File: config.mk
export PLATFORM = sky130hd
export DESIGN_NAME = fg_bbox_tracker
export DESIGN_NICKNAME = d
export VERILOG_FILES = /design/src/rtl/fg_bbox_tracker.sv
export SDC_FILE = /design/constraint.sdc
export NUM_CORES = 1
export LEC_CHECK = 0
export CAP_MARGIN = 40
export CORE_MARGIN = 2
export CORE_UTILIZATION = 30
export DETAILED_ROUTE_END_ITERATION = 10
export GPL_TIMING_DRIVEN = 1
export HOLD_SLACK_MARGIN = 0.12
export PLACE_DENSITY = 0.49
export SETUP_SLACK_MARGIN = 0.3
export SLEW_MARGIN = 20
export SYNTH_ARGS = -nofsm -noshare
export SYNTH_HDL_FRONTEND = slang
export SYNTH_SLANG_ARGS = --single-unit
File: constraint.sdc
create_clock -name pclk -period 4.7 [get_ports pclk]
set_clock_uncertainty 0.1 [all_clocks]
set_input_delay 0.705 -clock pclk [delete_from_list [all_inputs] [get_ports pclk]]
set_output_delay 0.705 -clock pclk [all_outputs]
set_load 0.05 [all_outputs]
File: src/rtl/fg_bbox_tracker.sv
// Foreground bounding-box tracker.
// Thresholds the background-subtraction difference stream and drops isolated
// hits with a horizontal run-length filter. It accumulates the bounding box and
// the foreground pixel count of each frame, and publishes them at frame end
// with a one-cycle valid strobe.
module fg_bbox_tracker #(
  parameter int unsigned H_ACTIVE = 640,
  parameter int unsigned V_ACTIVE = 480,
  parameter int unsigned MIN_RUN  = 2
) (
  input  logic       pclk,
  input  logic       reset,
  input  logic       vtcvde,
  input  logic [4:0] data_in,
  input  logic [4:0] threshold,
  output logic [9:0] bbox_x_min,
  output logic [9:0] bbox_x_max,
  output logic [8:0] bbox_y_min,
  output logic [8:0] bbox_y_max,
  output logic [18:0] fg_count,
  output logic       bbox_empty,
  output logic       bbox_valid
);

  localparam logic [9:0]  X_LAST    = 10'(H_ACTIVE - 1);
  localparam logic [8:0]  Y_LAST    = 9'(V_ACTIVE - 1);
  localparam logic [3:0]  RUN_MAX   = 4'd15;
  localparam logic [3:0]  MIN_RUN_W = 4'(MIN_RUN);
  localparam logic [18:0] CREDIT    = 19'(MIN_RUN);

  logic [9:0]  x_cnt;
  logic        x_done;
  logic [8:0]  y_cnt;
  logic        vde_d;
  logic [3:0]  run_cnt;
  logic [9:0]  run_start;

  logic [9:0]  w_x_min, w_x_max;
  logic [8:0]  w_y_min, w_y_max;
  logic [18:0] w_count;
  logic        w_empty;

  logic        line_end, frame_end, hit, credit, extend;
  logic [9:0]  run_start_cur;

  // Line/frame boundaries and per-pixel qualification
  always_comb begin
    line_end      = 1'b0;
    frame_end     = 1'b0;
    hit           = 1'b0;
    credit        = 1'b0;
    extend        = 1'b0;
    run_start_cur = run_start;
    line_end  = !vtcvde && vde_d;
    frame_end = line_end && (y_cnt == Y_LAST);
    hit       = vtcvde && (data_in >= threshold);
    if (run_cnt == 4'd0)
      run_start_cur = x_cnt;
    // x_done marks pixels past the saturated last column; they may extend a
    // run but never contribute to the box or the count.
    credit = hit && !x_done && (run_cnt == MIN_RUN_W - 4'd1);
    extend = hit && !x_done && (run_cnt >= MIN_RUN_W);
  end

  // Timing counters, run filter, working accumulators and published results
  always_ff @(posedge pclk) begin
    if (reset) begin
      x_cnt      <= '0;
      x_done     <= 1'b0;
      y_cnt      <= '0;
      vde_d      <= 1'b0;
      run_cnt    <= '0;
      run_start  <= '0;
      w_x_min    <= '1;
      w_x_max    <= '0;
      w_y_min    <= '1;
      w_y_max    <= '0;
      w_count    <= '0;
      w_empty    <= 1'b1;
      bbox_x_min <= '0;
      bbox_x_max <= '0;
      bbox_y_min <= '0;
      bbox_y_max <= '0;
      fg_count   <= '0;
      bbox_empty <= 1'b1;
      bbox_valid <= 1'b0;
    end else begin
      vde_d      <= vtcvde;
      bbox_valid <= 1'b0;

      if (vtcvde) begin
        if (x_cnt == X_LAST)
          x_done <= 1'b1;
        else
          x_cnt <= x_cnt + 10'd1;
        if (hit) begin
          if (run_cnt != RUN_MAX)
            run_cnt <= run_cnt + 4'd1;
          if (run_cnt == 4'd0)
            run_start <= x_cnt;
        end else begin
          run_cnt <= '0;
        end
      end else begin
        run_cnt <= '0;
      end

      if (line_end) begin
        x_cnt  <= '0;
        x_done <= 1'b0;
        y_cnt  <= (y_cnt == Y_LAST) ? '0 : y_cnt + 9'd1;
      end

      if (credit || extend) begin
        if (run_start_cur < w_x_min) w_x_min <= run_start_cur;
        if (x_cnt > w_x_max)         w_x_max <= x_cnt;
        if (y_cnt < w_y_min)         w_y_min <= y_cnt;
        if (y_cnt > w_y_max)         w_y_max <= y_cnt;
        w_count <= w_count + (credit ? CREDIT : 19'd1);
        w_empty <= 1'b0;
      end

      if (frame_end) begin
        bbox_x_min <= w_empty ? '0 : w_x_min;
        bbox_x_max <= w_empty ? '0 : w_x_max;
        bbox_y_min <= w_empty ? '0 : w_y_min;
        bbox_y_max <= w_empty ? '0 : w_y_max;
        fg_count   <= w_count;
        bbox_empty <= w_empty;
        bbox_valid <= 1'b1;
        w_x_min    <= '1;
        w_x_max    <= '0;
        w_y_min    <= '1;
        w_y_max    <= '0;
        w_count    <= '0;
        w_empty    <= 1'b1;
      end
    end
  end

endmodule

== Word-level counts from Yosys, hierarchy flattened ==
Cells that the tools add are included.
Storage, ports and cells
  bits in registers: 152
  input bits: 13
  word-level logic and storage cells: 64
Operators by class
  $add $sub $neg: 4
  $lt $le $gt $ge: 6
  equal/unequal tests: 4
  mux-type cells: 8
  bitwise gates (word level): 3
  reductions and logical operators: 20
Operator list (number)
  $mux W10: 3
  $mux W9: 3
  $add A19 B2 Y19: 1
  $reduce_and A2 Y1: 7
  $add A10 B1 Y10 const B: 1
  $eq A10 B10 Y1 const B: 1
  $gt A10 B10 Y1: 1
  $lt A10 B10 Y1: 1
  $add A9 B1 Y9 const B: 1
  $eq A9 B9 Y1 const B: 1
  $gt A9 B9 Y1: 1
  $lt A9 B9 Y1: 1
  $logic_and A1 B1 Y1: 6
  $ge A5 B5 Y1: 1
  $add A4 B1 Y4 const B: 1
  $eq A4 B1 Y1 const B: 1
  $ge A4 B2 Y1 const B: 1
  $logic_not A4 Y1: 1
  $ne A4 B4 Y1 const B: 1
  $reduce_or A2 Y1: 2
  $not A1 Y1: 3
  $reduce_or A3 Y1: 1
  $logic_not A1 Y1: 2
  $mux W2: 1
  2 further kinds: 2

== Logic depth before layout (Yosys ltp) ==
Gate-level depths: netlist of the first run.
  word-level depth: 6
  mapped depth: 17

== Least setup slack after synthesis of the first run ==
Ideal clock, no wire load.
  kind: input to register
  start point: input threshold[2]
  end point: register w_count[4]
  data arrival time: 3.809 ns
  required time: 4.530 ns
  setup slack: 0.721 ns
  stages: 16
  path buffers: 2
  path through: inv_1 ha_1 a21oi_1 o21ai_1 a41oi_2 buf_2 clkbuf_1 nor2_1 nand3_1 ha_1 inv_1 fa_1 nor2_1 nand3_1 or4_2 a21oi_1
Between the ends
  longest elaborated chain between the ends: 6
  elaborated cells between the ends (all ways): 8
  those cells by class: 1 x add/sub; 1 x order compare; 1 x mux; 5 x reduce/logical
RTL lines
  start, declared: line 15  | input logic [4:0] threshold,
  $ge A5 B5 Y1 *: line 56  | hit = vtcvde && (data_in >= threshold);
  $logic_and A1 B1 Y1 *: line 56
  $logic_and A1 B1 Y1 *: line 61, 62
  $logic_and A1 B1 Y1: line 61  | credit = hit && !x_done && (run_cnt == MIN_RUN_W - 4'd1);
  $mux W2: line 119  | w_count <= w_count + (credit ? CREDIT : 19'd1);
  $add A19 B2 Y19: line 119
  end signal, assigned: line 119
  end, declared: line 40  | logic [18:0] w_count;
Every way passes the cells marked *; elsewhere a longest branch is shown, timed or not.
A chain may end at the register's enable or synchronous reset.

== Final worst setup path of the first run ==
Same ends and word-level chain as after synthesis.

==> results.md, run 1 <==
* Outcome: finished clean
* Skew-Pair Late Insertion Delay at 430 ps
* Initial drt markers at 272
* Postcts setup bufs at 0
* Nets at 892
* Startpoint Class: input pin
* Total Power at 2.85 mW
* Worst endpoint data arrival time at 3960 ps
* Grt ovf at 0
* Critical Path End: w_count[4]$_SDFFE_PP0P_
* Register-to-register setup slack at 1680 ps
* Yosys warning count at 0
* GP Congestion at 0.757
* Worst setup EP type: flop
* DR vias/cell at 4.76
* Pin count of the biggest net entering global routing at 45
* Area grow syn2layout at 23.1%
* Initial antenna violation count at 0
* CTS tree: built
* Max cap viols at 0
* Post-detailed-route DRC marker count at 0
* Total I/O pin count at 72
* HP Class: reg -> reg
* Pwr dens at 325 nW/um2
* Register area share after synthesis at 0.427
* CP Max Fanout at 7
* Post-synth top cells: dfxtp_1 (152), nor2_1 (86), nand2_1 (63)
* Worst Max-Slew Pin Slew at 732 ps
* Cell Rows at 56
* Post-Place Setup Slack at 579 ps
* Worst path cell trace: clkdlybuf4s50_1 -> inv_1 -> ha_1 -> a21oi_1 -> o21ai_1 -> a41oi_4 -> nor2_1 -> nand3_1 -> ha_1 -> inv_1 -> fa_1 -> nor2_1 -> nand3_1 -> or4_2 -> a21oi_1
* Final worst path period need at 3700 ps
* R2r endpoint: w_x_min[8]$_SDFFE_PP1P_
* Final hold violations at 0
* Max Transition Viols Final at 0
* Register-to-Register Path Depth at 12
* Syn Inst Count at 768
* Synth top area share at 0.427
* Cts hold-fix bufs at 0
* Setup tns final at 0 ps
* First-pass GRT wire length at 28400 um
* Worst-path clk slew at 70 ps
* Longest Clk Path Bufs at 2
* Vias in the first global route at 5353
* Period utilization at 0.788
* Port-buffer cells at 71
* Leading area contributor after synthesis: dfxtp_1
* Flops & latches, synth at 152
* FMAX at 270 MHz
* Post-DRT Antenna Nets at 0
* CP max stage cell: or4_2
* Die boundary width at 158 um
* DR WL/cell at 14.6 um
* Cell Area, Placed at 8190 um2
* Library cells used by synthesis at 62
* Post-synth EDFFs at 0
* Final Routed Wirelength at 17000 um
* Crit path from: threshold[2]
* Die Ht at 158 um
* Count leader, synth: dfxtp_1
* Post-layout worst setup margin at 996 ps
* Post-CTS Resized at 0
* Root buf cell: clkbuf_16
* Critical setup path kind: in -> reg
* Leakage power at 3.57 nW
* Synth Area per Inst at 9.28 um2
* CP peak stage delay at 550 ps
* Req. time, crit path at 4960 ps
* Peak supply drop at 0.000173 V
* Clock sinks at 152
* Post-Syn Area at 7130 um2
* HPWL Detailed at 11600 um
* Setup Viol. Count Final at 0
* Async S/R FF share, synth at 0
* Worst reg2reg path startpoint: run_cnt[1]$_SDFFE_PP0P_
* Die ar. at 25000 um2
* Design area at 8770 um2
* Vias at 5532
* Layout cells sized above 1 at 0.0926
* H-tree Lvls at 4
* GRT Total Usage at 0.144
* First-pass iteration count of the detailed router at 4
* Final hold slack at 359 ps
* Main area contributors after synthesis: dfxtp_1 (43%), ha_1 (8.6%), a22o_1 (6.9%), mux2i_1 (6.2%), nor2_1 (4.5%)
* Slew HR at 0.511
* CTS Buf Count at 17
* Initial Util at 0.305
* Post-synth top flop: dfxtp_1
* CORE AREA at 23400 um2
* Synthesized Nets at 831
* RSZ-0062 raised after global routing: false
==> where the power goes <==
group,internal (mW),leakage (nW),total [mW],switching [mW]
sequential,1.31,1.23,1.32,0.0157
clock,0.752,0.282,1.37,0.616
combinational,0.0583,2.06,0.161,0.103
total,2.12,3.57,2.85,0.734
==> registers in the layout, indices dropped and copies added (netlist names), 10 cells and up <==
signal / cells
bbox_x_max: 10
x_cnt: 10
w_x_max: 10
w_count: 19
bbox_x_min: 10
w_x_min: 10
fg_count: 19
run_start: 10
==> cell families after synthesis <==
| group | synth area share |
|---|---|
| simple gates | 0.180 |
| flops | 0.427 |
| fa+ha+maj | 0.0888 |
| mux | 0.0776 |
| buf+inv | 0.0579 |
| xor+xnor | 0.0160 |
| compound gates | 0.153 |
==> worst max-delay path, delay by kind of cell <==
kind            cells  cell delay [ps]
fa+ha+maj           3              940
compound gates      4              650
buf+inv             3              550
simple gates        5             1120
==> area by class of cell <==
class / count / area [um2]
antenna: 1 / 2.50
clock buffer: 17 / 425
clock inverter: 15 / 154
fill: 2406 / 14600
inverter: 51 / 191
multi-input combinational: 520 / 3710
sequential: 152 / 3040
tap: 319 / 399
timing repair buffer: 87 / 843
==> worst min path at each step <==
stage	startpoint	endpoint	slack (ps)	depth (start not counted)
floorplan	w_x_max[6]$_SDFFE_PP0P_	w_x_max[6]$_SDFFE_PP0P_	340	2
global placement	w_x_max[6]$_SDFFE_PP0P_	w_x_max[6]$_SDFFE_PP0P_	340	2
detailed placement	w_x_max[6]$_SDFFE_PP0P_	w_x_max[6]$_SDFFE_PP0P_	350	2
CTS	w_x_max[6]$_SDFFE_PP0P_	w_x_max[6]$_SDFFE_PP0P_	360	2
global route	bbox_empty$_SDFFE_PP1P_	bbox_empty$_SDFFE_PP1P_	400	2
finish	w_x_max[6]$_SDFFE_PP0P_	w_x_max[6]$_SDFFE_PP0P_	360	2
==> per-stage QoR <==
| step | instances | util |
|---|---|---|
| finish | 1162 | 0.375 |
| global route | 1161 | 0.375 |
| CTS | 1161 | 0.375 |
| detailed placement | 1129 | 0.350 |
| global placement | 1129 | 0.350 |
| floorplan | 768 | - |
==> cell usage in the layout (no fill, tap or decap), types with 4 or more instances in the layout <==
| cell | Yosys | layout |
|---|---|---|
| and3_1 | 5 | 5 |
| o31ai_1 | 6 | 6 |
| or4_1 | 4 | 4 |
| a22o_1 | 56 | 56 |
| or3_1 | 9 | 9 |
| xor2_1 | 9 | 9 |
| o311ai_0 | 6 | 6 |
| and4_1 | 4 | 4 |
| o211ai_1 | 4 | 4 |
| a21oi_2 | 4 | 4 |
| a21oi_1 | 25 | 25 |
| nor2_1 | 86 | 86 |
| mux2i_1 | 44 | 44 |
| inv_6 | 0 | 8 |
| buf_4 | 4 | 15 |
| o21ai_0 | 14 | 14 |
| dfxtp_1 | 152 | 152 |
| nand3_1 | 16 | 16 |
| nor2b_1 | 5 | 4 |
| inv_1 | 51 | 51 |
| nand4b_1 | 4 | 4 |
| ha_1 | 49 | 49 |
| xnor2_1 | 4 | 4 |
| nand4_1 | 16 | 16 |
| mux2_2 | 9 | 9 |
| or4_4 | 4 | 4 |
| nand2b_1 | 10 | 10 |
| nand2_1 | 63 | 63 |
| nor3_1 | 17 | 17 |
| clkbuf_16 | 0 | 17 |
| clkdlybuf4s50_1 | 0 | 71 |
==> per-layer routing <==
layer,vias to the layer above,share of wire,global-route usage
met2,68,0.43,0.219
met3,15,0.028,0.0337
met4,0,0.011,0.0386
met1,2582,0.53,0.205
li1,2867,-,-
met5,-,0,0
No activity file was read; power rests on OpenSTA's default activity.
==> run 2, diff against run 1 <==
--- a/config.mk
+++ b/config.mk
@@ -11,7 +11,7 @@
 export DETAILED_ROUTE_END_ITERATION = 10
 export GPL_TIMING_DRIVEN = 1
 export HOLD_SLACK_MARGIN = 0.12
-export PLACE_DENSITY = 0.49
+export PLACE_DENSITY = 0.51
 export SETUP_SLACK_MARGIN = 0.3
 export SLEW_MARGIN = 20
 export SYNTH_ARGS = -nofsm -noshare
==> constraint.sdc (replaced) <==
create_clock -name pclk -period 3.2 [get_ports pclk]
set_clock_uncertainty 0.1 [all_clocks]
set_input_delay 0.48 -clock pclk [delete_from_list [all_inputs] [get_ports pclk]]
set_output_delay 0.48 -clock pclk [all_outputs]
set_load 0.05 [all_outputs]
==> results.md, run 2 (synthesis gave the netlist of run 1 again) <==
* Clock sinks at 152 (unchanged)
* NetSw at 1.01 mW (+37%)
* Nets at 933 (+4.6%)
* Design area at 9450 um2 (+7.8%)
* Worst endpoint data arrival time at 3100 ps (-860 ps)
* Final Non-Filler Cells at 1201 (+3.4%)
* Post-DRT Antenna Nets at 0 (unchanged)
* Register-to-register setup slack at 320 ps (-1360 ps)
* Vias in the first global route at 5543 (+3.5%)
* CORE AREA at 23400 um2 (unchanged)
* H-tree Lvls at 4 (unchanged)
* Period utilization at 0.901
* Setup Viol. Count Final at 0 (unchanged)
* Commonest non-fill, non-tap cell in the layout: dfxtp_1
* Critical Path End: w_x_min[0]$_SDFFE_PP1P_
* First-pass GRT wire length at 28700 um (+1.1%)
* Cell Area, Placed at 8450 um2 (+3.2%)
* Total Power at 4.37 mW (+53%)
* Gate power share at 0.069 (+0.012)
* Root buf cell: clkbuf_16
* Initial drt markers at 321 (+18%)
* Cell Rows at 56 (unchanged)
* Antenna fix cells at 0 (-1)
* Vias at 5847 (+5.7%)
* Register-to-Register Path Depth at 13 (+1)
* Most frequent cells in the layout: dfxtp_1 (150), nor2_1 (83), nand2_1 (63)
* CP Max Fanout at 5 (-2)
* GRT Total Usage at 0.146 (+0.00208)
* HP Class: reg -> reg
* Post-detailed-route DRC marker count at 0 (unchanged)
* DR vias/cell at 4.87 (+2.3%)
* RSZ-0062 raised after global routing: true
* Max cap viols at 0 (unchanged)
* Seq pwr share at 0.444 (-0.019)
* Outcome: finished clean
* Port-buffer cells at 71 (unchanged)
* Slew HR at 0.606 (+0.0948)
* First-pass iteration count of the detailed router at 4 (unchanged)
* Leakage power at 3.86 nW (+8.3%)
* Peak supply drop at 0.000343 V (+98%)
* Total I/O pin count at 72 (unchanged)
* Layout cells sized above 1 at 0.190 (+0.0978)
* DR WL/cell at 14.7 um (+0.46%)
* Worst setup EP type: flop
* Max Transition Viols Final at 0 (unchanged)
* Pwr dens at 463 nW/um2 (+42%)
* Sw frac at 0.231 (-0.0270)
* Initial Util at 0.305 (unchanged)
* Critical setup path kind: reg -> reg
* Placed cell count at 1151 (+1.9%)
* Final hold violations at 0 (unchanged)
* Skew-Pair Late Insertion Delay at 430 ps (about the same)
* Die Ht at 158 um (unchanged)
* Worst hold path cell count at 2 (unchanged)
* Final worst path period need at 2880 ps
* HPWL Detailed at 12100 um (+4.6%)
* Worst Max-Slew Pin Slew at 589 ps (-143 ps)
* R2r endpoint: w_x_min[0]$_SDFFE_PP1P_
* Worst-path clk slew at 70 ps (about the same)
* Die boundary width at 158 um (unchanged)
* CTS Buf Count at 17 (unchanged)
* Req. time, crit path at 3420 ps (-1540 ps)
* Initial antenna violation count at 0 (unchanged)
* Cell Int Power at 3.36 mW (+59%)
* Longest Clk Path Bufs at 2 (unchanged)
* Startpoint Class: flop
* Pin count of the biggest net entering global routing at 45 (unchanged)
* Area grow syn2layout at 32.7%
* FMAX at 347 MHz
* Crit path from: run_cnt[1]$_SDFFE_PP0P_
* GP Congestion at 0.761 (+0.50%)
* Biggest registers after layout: fg_count (19), w_count (19)
* Die ar. at 25000 um2 (unchanged)
* Final Routed Wirelength at 17700 um (+3.8%)
* CTS tree: built
* Worst reg2reg path startpoint: run_cnt[1]$_SDFFE_PP0P_
* Grt ovf at 0 (unchanged)
* Clk pwr share at 0.487 (+0.007)
run 2: changes by cell type in the layout (fill, tap and decap cells not counted), sizes merged:
cell / change
buf: +42
clkdlybuf4s50: -11
clkbuf: +10
inv: -9
bufinv: +3
clkinv: +2
dlygate4sd2: +2
diode: -1
dlymetal6s2s: +1
run 2: timing repair:
action | 4_1_cts | 5_1_grt
setup buffers | 15 | 3
hold buffers | 0 | 0
endpoints found under the setup margin | 34 | 19
pin swaps | 18 | 27
gates resized for setup | 45 | 42
cloned | 1 | 0
run 2: worst min path at each step:
stage	start	end
3_5_place_dp	w_x_max[6]$_SDFFE_PP0P_	w_x_max[6]$_SDFFE_PP0P_
3_3_place_gp	w_x_max[6]$_SDFFE_PP0P_	w_x_max[6]$_SDFFE_PP0P_
6_report	w_x_max[6]$_SDFFE_PP0P_	w_x_max[6]$_SDFFE_PP0P_
2_1_floorplan	w_x_max[6]$_SDFFE_PP0P_	w_x_max[6]$_SDFFE_PP0P_
5_1_grt	w_x_max[6]$_SDFFE_PP0P_	w_x_max[6]$_SDFFE_PP0P_
4_1_cts	w_x_max[6]$_SDFFE_PP0P_	w_x_max[6]$_SDFFE_PP0P_
run 2: area by class of cell:
type,count,area (um2)
tap,319,399
sequential,152,3050
clock inverter,11,171
timing repair buffer,128,1140
clock buffer,20,447
fill,2356,13900
multi-input combinational,520,4050
inverter,51,204
run 2: stage by stage:
stage,utilization,hold slack (ps),TNS (ps),setup slack [ps]
floorplan,-,338,-1370,-222
global placement,0.361,350,-10750,-658
detailed placement,0.361,358,-11370,-683
CTS,0.398,367,0,271
global route,0.404,378,0,200
finish,0.404,360,0,316
run 2: critical path: stages (launching register included):
cell and delay [ps]:
dfxtp_2 320, inv_2 70, ha_4 120, nor3b_4 250, buf_4 170, buf_6 120, mux2_4 330, ha_4 270
and4_1 200, o211ai_1 90, a31o_2 220, nand4_1 100, buf_6 130, mux2_4 290
run 2: power by group through the flow:
| stage | sequential, mW | clock [mW] | combinational [mW] |
|---|---|---|---|
| after floorplan | 1.98 | 0 | 0.183 |
| after global placement | 1.98 | 0 | 0.264 |
| after detailed placement | 1.98 | 0 | 0.268 |
| after CTS | 1.94 | 2.18 | 0.287 |
| after global routing | 1.94 | 2.27 | 0.333 |
| final | 1.94 | 2.13 | 0.302 |
run 2: per-layer routing:
layer,global-route usage,share of wire,vias to the layer above
met5,0,0,-
met4,0.0442,0.010,0
met3,0.0350,0.031,16
met2,0.235,0.46,68
met1,0.194,0.50,2815
li1,-,-,2948
